--- src/rtl/vga_timing_gen.sv ---
// vga_timing_gen: parametrised VGA raster timing generator with pixel-fetch lead.
//
// A single raster counter (h_cnt_r, v_cnt_r) sweeps the frame. Pixel requests
// are decoded straight from that counter. Sync, enable and frame-start are
// decoded from the same position, then delayed by REQ_LEAD pipeline stages.
// This makes every request lead its displayed pixel by exactly REQ_LEAD
// cycles. The pipeline resets to idle values, so the display side stays quiet
// until the first (0,0).
//
// Ports:
//   clk         in   pixel clock
//   rst_n       in   asynchronous active-low reset
//   pattern_en  in   1 = colour bars, 0 = pix_data (sampled on frame_start)
//   pix_data    in   RGB565 for a requested pixel, REQ_LEAD-1 cycles after pix_req
//   pix_req     out  pixel fetch request
//   pix_x/pix_y out  requested column/row (0 when pix_req = 0)
//   hsync/vsync out  sync pulses with configurable polarity
//   vga_de      out  visible-pixel enable
//   vga_rgb     out  RGB565 pixel (0 outside the visible area)
//   frame_start out  one-cycle pulse at display position (0,0)
module vga_timing_gen #(
  parameter int H_SYNC   = 96,
  parameter int H_BACK   = 48,
  parameter int H_ACTIVE = 640,
  parameter int H_FRONT  = 16,
  parameter int V_SYNC   = 2,
  parameter int V_BACK   = 33,
  parameter int V_ACTIVE = 480,
  parameter int V_FRONT  = 10,
  parameter int HS_POL   = 0,
  parameter int VS_POL   = 0,
  parameter int REQ_LEAD = 2
) (
  input  logic        clk,
  input  logic        rst_n,
  input  logic        pattern_en,
  input  logic [15:0] pix_data,
  output logic        pix_req,
  output logic [10:0] pix_x,
  output logic [10:0] pix_y,
  output logic        hsync,
  output logic        vsync,
  output logic        vga_de,
  output logic [15:0] vga_rgb,
  output logic        frame_start
);

  localparam logic [11:0] H_LAST      = 12'(H_SYNC + H_BACK + H_ACTIVE + H_FRONT - 1);
  localparam logic [11:0] V_LAST      = 12'(V_SYNC + V_BACK + V_ACTIVE + V_FRONT - 1);
  localparam logic [11:0] H_SYNC_END  = 12'(H_SYNC);
  localparam logic [11:0] V_SYNC_END  = 12'(V_SYNC);
  localparam logic [11:0] H_ACT_START = 12'(H_SYNC + H_BACK);
  localparam logic [11:0] V_ACT_START = 12'(V_SYNC + V_BACK);
  localparam logic [11:0] H_ACT_END   = 12'(H_SYNC + H_BACK + H_ACTIVE);
  localparam logic [11:0] V_ACT_END   = 12'(V_SYNC + V_BACK + V_ACTIVE);
  localparam logic        HS_ON       = 1'(HS_POL);
  localparam logic        VS_ON       = 1'(VS_POL);
  localparam int          LAST        = REQ_LEAD - 1;

  // Colour-bar lookup: eight equal-width bars across the active line.
  function automatic logic [15:0] bar_colour(input logic [10:0] x);
    logic [13:0] scaled;
    logic [2:0]  idx;
    scaled = {x, 3'b000};
    idx    = 3'(scaled / 14'(H_ACTIVE));
    case (idx)
      3'd0:    bar_colour = 16'hFFFF;
      3'd1:    bar_colour = 16'hFFE0;
      3'd2:    bar_colour = 16'h07FF;
      3'd3:    bar_colour = 16'h07E0;
      3'd4:    bar_colour = 16'hF81F;
      3'd5:    bar_colour = 16'hF800;
      3'd6:    bar_colour = 16'h001F;
      default: bar_colour = 16'h0000;
    endcase
  endfunction

  logic [11:0] h_cnt_r;
  logic [11:0] v_cnt_r;

  logic        h_act_s;
  logic        v_act_s;
  logic        req_s;
  logic [10:0] x_s;
  logic [10:0] y_s;
  logic        hs_s;
  logic        vs_s;
  logic        fs_s;
  logic [15:0] col_s;

  logic [REQ_LEAD-1:0] de_pipe_r;
  logic [REQ_LEAD-1:0] hs_pipe_r;
  logic [REQ_LEAD-1:0] vs_pipe_r;
  logic [REQ_LEAD-1:0] fs_pipe_r;
  logic [15:0]         col_pipe_r [REQ_LEAD];

  logic        pix_req_r;
  logic [10:0] pix_x_r;
  logic [10:0] pix_y_r;
  logic        hsync_r;
  logic        vsync_r;
  logic        vga_de_r;
  logic [15:0] vga_rgb_r;
  logic        frame_start_r;
  logic        mode_r;

  // Raster position counter; v advances when h wraps.
  always_ff @(posedge clk or negedge rst_n) begin
    if (!rst_n) begin
      h_cnt_r <= 12'd0;
      v_cnt_r <= 12'd0;
    end else if (h_cnt_r == H_LAST) begin
      h_cnt_r <= 12'd0;
      if (v_cnt_r == V_LAST) begin
        v_cnt_r <= 12'd0;
      end else begin
        v_cnt_r <= v_cnt_r + 12'd1;
      end
    end else begin
      h_cnt_r <= h_cnt_r + 12'd1;
    end
  end

  // Decode the current raster position into request, sync and colour terms.
  always_comb begin
    h_act_s = (h_cnt_r >= H_ACT_START) && (h_cnt_r < H_ACT_END);
    v_act_s = (v_cnt_r >= V_ACT_START) && (v_cnt_r < V_ACT_END);
    req_s   = h_act_s && v_act_s;
    x_s     = 11'(h_cnt_r - H_ACT_START);
    y_s     = 11'(v_cnt_r - V_ACT_START);
    hs_s    = (h_cnt_r < H_SYNC_END) ? HS_ON : ~HS_ON;
    vs_s    = (v_cnt_r < V_SYNC_END) ? VS_ON : ~VS_ON;
    fs_s    = (h_cnt_r == 12'd0) && (v_cnt_r == 12'd0);
    col_s   = bar_colour(x_s);
  end

  // Request outputs; coordinates are forced to zero between requests.
  always_ff @(posedge clk or negedge rst_n) begin
    if (!rst_n) begin
      pix_req_r <= 1'b0;
      pix_x_r   <= 11'd0;
      pix_y_r   <= 11'd0;
    end else if (req_s) begin
      pix_req_r <= 1'b1;
      pix_x_r   <= x_s;
      pix_y_r   <= y_s;
    end else begin
      pix_req_r <= 1'b0;
      pix_x_r   <= 11'd0;
      pix_y_r   <= 11'd0;
    end
  end

  // Delay display-side terms by REQ_LEAD stages; idle values fill it at reset.
  always_ff @(posedge clk or negedge rst_n) begin
    if (!rst_n) begin
      de_pipe_r <= '0;
      hs_pipe_r <= {REQ_LEAD{~HS_ON}};
      vs_pipe_r <= {REQ_LEAD{~VS_ON}};
      fs_pipe_r <= '0;
      for (int i = 0; i < REQ_LEAD; i++) begin
        col_pipe_r[i] <= 16'h0000;
      end
    end else begin
      de_pipe_r[0]  <= req_s;
      hs_pipe_r[0]  <= hs_s;
      vs_pipe_r[0]  <= vs_s;
      fs_pipe_r[0]  <= fs_s;
      col_pipe_r[0] <= col_s;
      for (int i = 1; i < REQ_LEAD; i++) begin
        de_pipe_r[i]  <= de_pipe_r[i-1];
        hs_pipe_r[i]  <= hs_pipe_r[i-1];
        vs_pipe_r[i]  <= vs_pipe_r[i-1];
        fs_pipe_r[i]  <= fs_pipe_r[i-1];
        col_pipe_r[i] <= col_pipe_r[i-1];
      end
    end
  end

  // Display outputs. pix_data is captured at the same edge its pixel goes out.
  always_ff @(posedge clk or negedge rst_n) begin
    if (!rst_n) begin
      hsync_r       <= ~HS_ON;
      vsync_r       <= ~VS_ON;
      vga_de_r      <= 1'b0;
      frame_start_r <= 1'b0;
      vga_rgb_r     <= 16'h0000;
    end else begin
      hsync_r       <= hs_pipe_r[LAST];
      vsync_r       <= vs_pipe_r[LAST];
      vga_de_r      <= de_pipe_r[LAST];
      frame_start_r <= fs_pipe_r[LAST];
      if (!de_pipe_r[LAST]) begin
        vga_rgb_r <= 16'h0000;
      end else if (mode_r) begin
        vga_rgb_r <= col_pipe_r[LAST];
      end else begin
        vga_rgb_r <= pix_data;
      end
    end
  end

  // Latch the source mode on the frame_start cycle; (0,0) lies in sync, so
  // the new mode covers every visible pixel of that frame.
  always_ff @(posedge clk or negedge rst_n) begin
    if (!rst_n) begin
      mode_r <= 1'b0;
    end else if (frame_start_r) begin
      mode_r <= pattern_en;
    end else begin
      mode_r <= mode_r;
    end
  end

  assign pix_req     = pix_req_r;
  assign pix_x       = pix_x_r;
  assign pix_y       = pix_y_r;
  assign hsync       = hsync_r;
  assign vsync       = vsync_r;
  assign vga_de      = vga_de_r;
  assign vga_rgb     = vga_rgb_r;
  assign frame_start = frame_start_r;

endmodule

--- config.mk ---
export PLATFORM = sky130hd
export DESIGN_NAME = vga_timing_gen
export DESIGN_NICKNAME = d
export VERILOG_FILES = /design/src/rtl/vga_timing_gen.sv
export SDC_FILE = /design/constraint.sdc
export NUM_CORES = 1
export LEC_CHECK = 0
export BUFFER_PORTS_ARGS = -buffer_cell sky130_fd_sc_hd__buf_2
export CELL_PAD_IN_SITES_DETAIL_PLACEMENT = 0
export CELL_PAD_IN_SITES_GLOBAL_PLACEMENT = 1
export CORE_UTILIZATION = 25
export CTS_BUF_LIST = sky130_fd_sc_hd__clkbuf_16
export DETAILED_ROUTE_END_ITERATION = 6
export PLACE_DENSITY_LB_ADDON = 0.1
export SYNTH_ARGS = -nofsm -noshare
export SYNTH_HDL_FRONTEND = slang
export SYNTH_SLANG_ARGS = --single-unit
--- constraint.sdc ---
create_clock -name clk -period 2.91 [get_ports clk]
set_input_delay 0.4365 -clock clk [delete_from_list [all_inputs] [get_ports clk]]
set_output_delay 0.4365 -clock clk [all_outputs]
set_load 0.02 [all_outputs]
==> results.rst <==
.. list-table::
   :header-rows: 1

   * - Metric
     - Value
   * - Post-placement cell count
     - 598
   * - Post-synthesis instance area
     - 3760 sq um
   * - Final min period
     - 2.54 ns
   * - Commonest register cell after synthesis
     - dfrtp_1
   * - Count of distinct cell types in the synthesized netlist
     - 54
   * - Required time reported for the critical path endpoint
     - 3.17 ns
   * - Top-level port count
     - 62
   * - Synthesized area divided by synthesized cell count
     - 10.4 sq um
   * - Remaining Overflow, GRT
     - 0
   * - Kind of capture point of the worst setup path
     - register
   * - WL per Instance
     - 15.1 um
   * - CTS Root Buffer Type
     - clkbuf_16
   * - Detailed router's first-iteration violation count
     - 145
   * - Critical path's largest stage delay
     - 0.43 ns
   * - DRC viols
     - 0
   * - Cell with the most instances after synthesis
     - dfrtp_1
   * - Leakage power total
     - 0.00229 uW
   * - Kind of critical path
     - reg -> reg
   * - Mapped Cells
     - 360
   * - Die Height
     - 125 um
   * - Fraction of final layout cells with drive strength greater than 1
     - 0.244
   * - Top Family by Delay on Critical Path
     - simple AND/OR/NAND/NOR gates
   * - Share of the cycle needed by the critical path after routing
     - 0.872
   * - Maximum number of pins on one net before global-route repair
     - 42
   * - Number of global-route vias before repair
     - 2859
   * - Detailed Route WL
     - 9260 um
   * - Worst clock skew
     - 0.00737 ns
   * - Die area
     - 15500 sq um
   * - Critical path cell sequence
     - inv_1, ha_1, nand2b_1, and4_1, nor2_1, a221oi_1, a2bb2oi_2, o21ai_1, a41oi_1
   * - Via density per instance
     - 4.54
   * - Storage cell area
     - 2030 sq um
   * - Power per cell area
     - 517 nW/um^2
   * - Synth area leaders
     - dfrtp_1 50%, xnor2_1 4.4%, dfstp_2 4.2%, nor2_1 4.2%, a21boi_0 3.2%
   * - Master of the slowest instance on the critical path
     - dfrtp_1
   * - Growth of design area from synthesis to finish
     - 23.0%
   * - Max_slew headroom
     - 0.570
   * - Weighted congestion at the end of routability-driven global placement
     - 0.723
   * - Maximum net fanout on the critical path
     - 7
   * - Number of max-slew violations in the final report
     - 0
   * - Crit path buf inv count
     - 1
   * - Total global routing track utilization
     - 0.127
   * - Layout Nets
     - 452
   * - Share of the synthesized area in the top cell type
     - 0.500
   * - Setup violations, final
     - 0
   * - Clock Latency Late Sink
     - 0.34 ns
   * - H-tree Lvls
     - 3
   * - Fraction of registers with async set/reset
     - 1.00
   * - Number of core rows
     - 44
   * - Achievable frequency
     - 0.394 GHz
   * - CTS Buf Count
     - 9
   * - Startpoint kind of the worst setup timing path
     - register
   * - Final cell count without fillers
     - 614
   * - Area of the core
     - 14600 sq um
   * - Wire length of the first global-routing pass
     - 15300 um
   * - Worst VDD drop
     - 0.241 mV
   * - Antenna violation net count after detailed routing
     - 0
   * - Register area share after synthesis
     - 0.541
   * - Vias after detailed routing
     - 2790
   * - Min Hold Slack
     - 0.0696 ns
   * - Starting Density
     - 0.258
   * - Clock edge transition at the registers on the reported setup and hold paths
     - 0.06 ns
   * - Transition time of the tightest slew-check pin
     - 0.639 ns
   * - Total of warnings raised by yosys
     - 0
   * - Port buffer count
     - 61
   * - Hold bufs inserted after CTS
     - 0
   * - Max-cap violation count
     - 0
   * - Status
     - finished, final reports clean
   * - Filler Cells Inserted
     - 1522
   * - Worst reg-to-reg setup slack
     - 0.37 ns
   * - Final total power
     - 2390 uW
   * - HPWL after detailed placement
     - 6800 um
   * - Number of storage elements in the synthesis netlist
     - 81
   * - Net count after synthesis
     - 387
   * - Path type of the worst min-delay path
     - in -> async
   * - Number of sinks driven by the clock tree
     - 81
   * - Library cell with the largest summed area after synthesis
     - dfrtp_1
   * - Postcts setup bufs
     - 0
   * - Number of antenna cells inserted
     - 0
   * - Number of antenna violations at the first check in global routing
     - 0
   * - Combined area of the multi-input logic cells
     - 1580 sq um
   * - Max clock buf depth
     - 2
   * - TritonCTS clock tree
     - built
   * - Synth top cells by count
     - 75 x dfrtp_1, 42 x nor2_1, 19 x nand2_1, 19 x xnor2_1, 17 x nand2b_1
   * - Post-cts sizing count
     - 0
   * - Die outline width
     - 125 um
   * - Pre-Repair DR Iteration Count
     - 4
   * - Setup repair after global routing missed its margin
     - no
   * - Number of flops mapped to enable cells by yosys
     - 0
   * - Total negative slack
     - 0 ns
   * - Final Hold Violating Endpoints
     - 0
   * - Crit path DAT
     - 2.80 ns
-- power by group --
group / total [uW] / internal, uW / switching [uW] / leakage [uW]
sequential: 1130 / 1130 / 3.19 / 0.00106
combinational: 49.0 / 17.3 / 31.7 / 0.00107
clock: 1210 / 745 / 463 / 0.000158
-- placed cells by master, fill, tap and decap left out, types with 2 or more instances in the layout --
master / netlist / final
a22o_1: 2 / 2
o21a_1: 2 / 2
nand2b_1: 17 / 17
dfrtp_1: 75 / 75
buf_2: 7 / 60
dfstp_2: 6 / 6
nand3_1: 14 / 14
a21boi_0: 16 / 16
nor2_1: 42 / 42
clkbuf_16: 0 / 9
ha_1: 8 / 8
nand4_1: 6 / 6
nor2b_1: 4 / 4
o31ai_1: 6 / 6
xor2_1: 11 / 11
o21ai_1: 2 / 2
nand4b_1: 2 / 2
o22ai_1: 4 / 4
buf_4: 1 / 15
and3_1: 8 / 8
o21ai_0: 8 / 8
inv_2: 2 / 2
nor3b_1: 3 / 3
a221oi_1: 2 / 2
a21oi_1: 11 / 11
bufinv_16: 0 / 2
nor4_1: 6 / 6
nand2_1: 19 / 19
nor3_1: 7 / 7
a31oi_1: 3 / 3
inv_1: 11 / 13
xnor2_1: 19 / 19
-- cell type report --
type | instances | share of cell area
Sequential cell | 81 | 0.440
Multi-Input combinational cell | 245 | 0.342
Timing Repair Buffer | 75 | 0.0893
Tap cell | 184 | 0.0498
Clock buffer | 9 | 0.0487
Clock inverter | 7 | 0.0192
Inverter | 13 | 0.0106
-- cell families (layout without fill, tap and decap cells) --
kind of cell | Yosys count | count (layout) | share of synthesized area
compound gates | 68 | 68 | 0.131
xor+xnor | 31 | 31 | 0.0743
fa+ha+maj | 8 | 8 | 0.0266
buf+inv | 34 | 104 | 0.0373
flops | 81 | 81 | 0.541
mux | 1 | 1 | 0.00300
other cells | 1 | 1 | 0.000998
simple gates | 136 | 136 | 0.186
-- per-layer routing --
metal	wire length, um	track usage	up-vias
met5	0	0	-
met4	147	0.0425	0
met3	483	0.0382	13
met2	4310	0.196	76
met1	4320	0.167	1324
li1	-	-	1377
-- metrics by stage --
step	setup WS (ns)	cell area, sq um	util
3_3_place_gp	0.405	4310	0.295
2_1_floorplan	0.656	3760	-
6_report	0.372	4620	0.317
5_1_grt	0.172	4620	0.317
3_5_place_dp	0.401	4310	0.295
4_1_cts	0.385	4620	0.317
-- final timing paths --
| path | from | to | depth (start not counted) |
|---|---|---|---|
| hold reg to reg | fs_pipe_r[0]$_DFF_PN0_ | fs_pipe_r[1]$_DFF_PN0_ | 0 |
| min in group clk | pattern_en | mode_r$_DFFE_PN0P_ | 2 |
| max in group asynchronous | rst_n | vsync$_DFF_PN1_ | 2 |
| hold / removal | rst_n | pix_y[10]$_DFF_PN0_ | 1 |
| setup / recovery | h_cnt_r[5]$_DFF_PN0_ | col_pipe_r[20]$_DFF_PN0_ | 9 |
| setup reg to reg | h_cnt_r[5]$_DFF_PN0_ | col_pipe_r[20]$_DFF_PN0_ | 9 |
-- flip-flops by register name (all words and copies together) (netlist names), 2 cells and up --
name / cells
pix_x: 11
hs_pipe_r: 2
vga_rgb: 16
h_cnt_r: 12
fs_pipe_r: 2
v_cnt_r: 12
vs_pipe_r: 2
de_pipe_r: 2
pix_y: 11
col_pipe_r: 6
No activity file was read; power rests on OpenSTA's default activity.
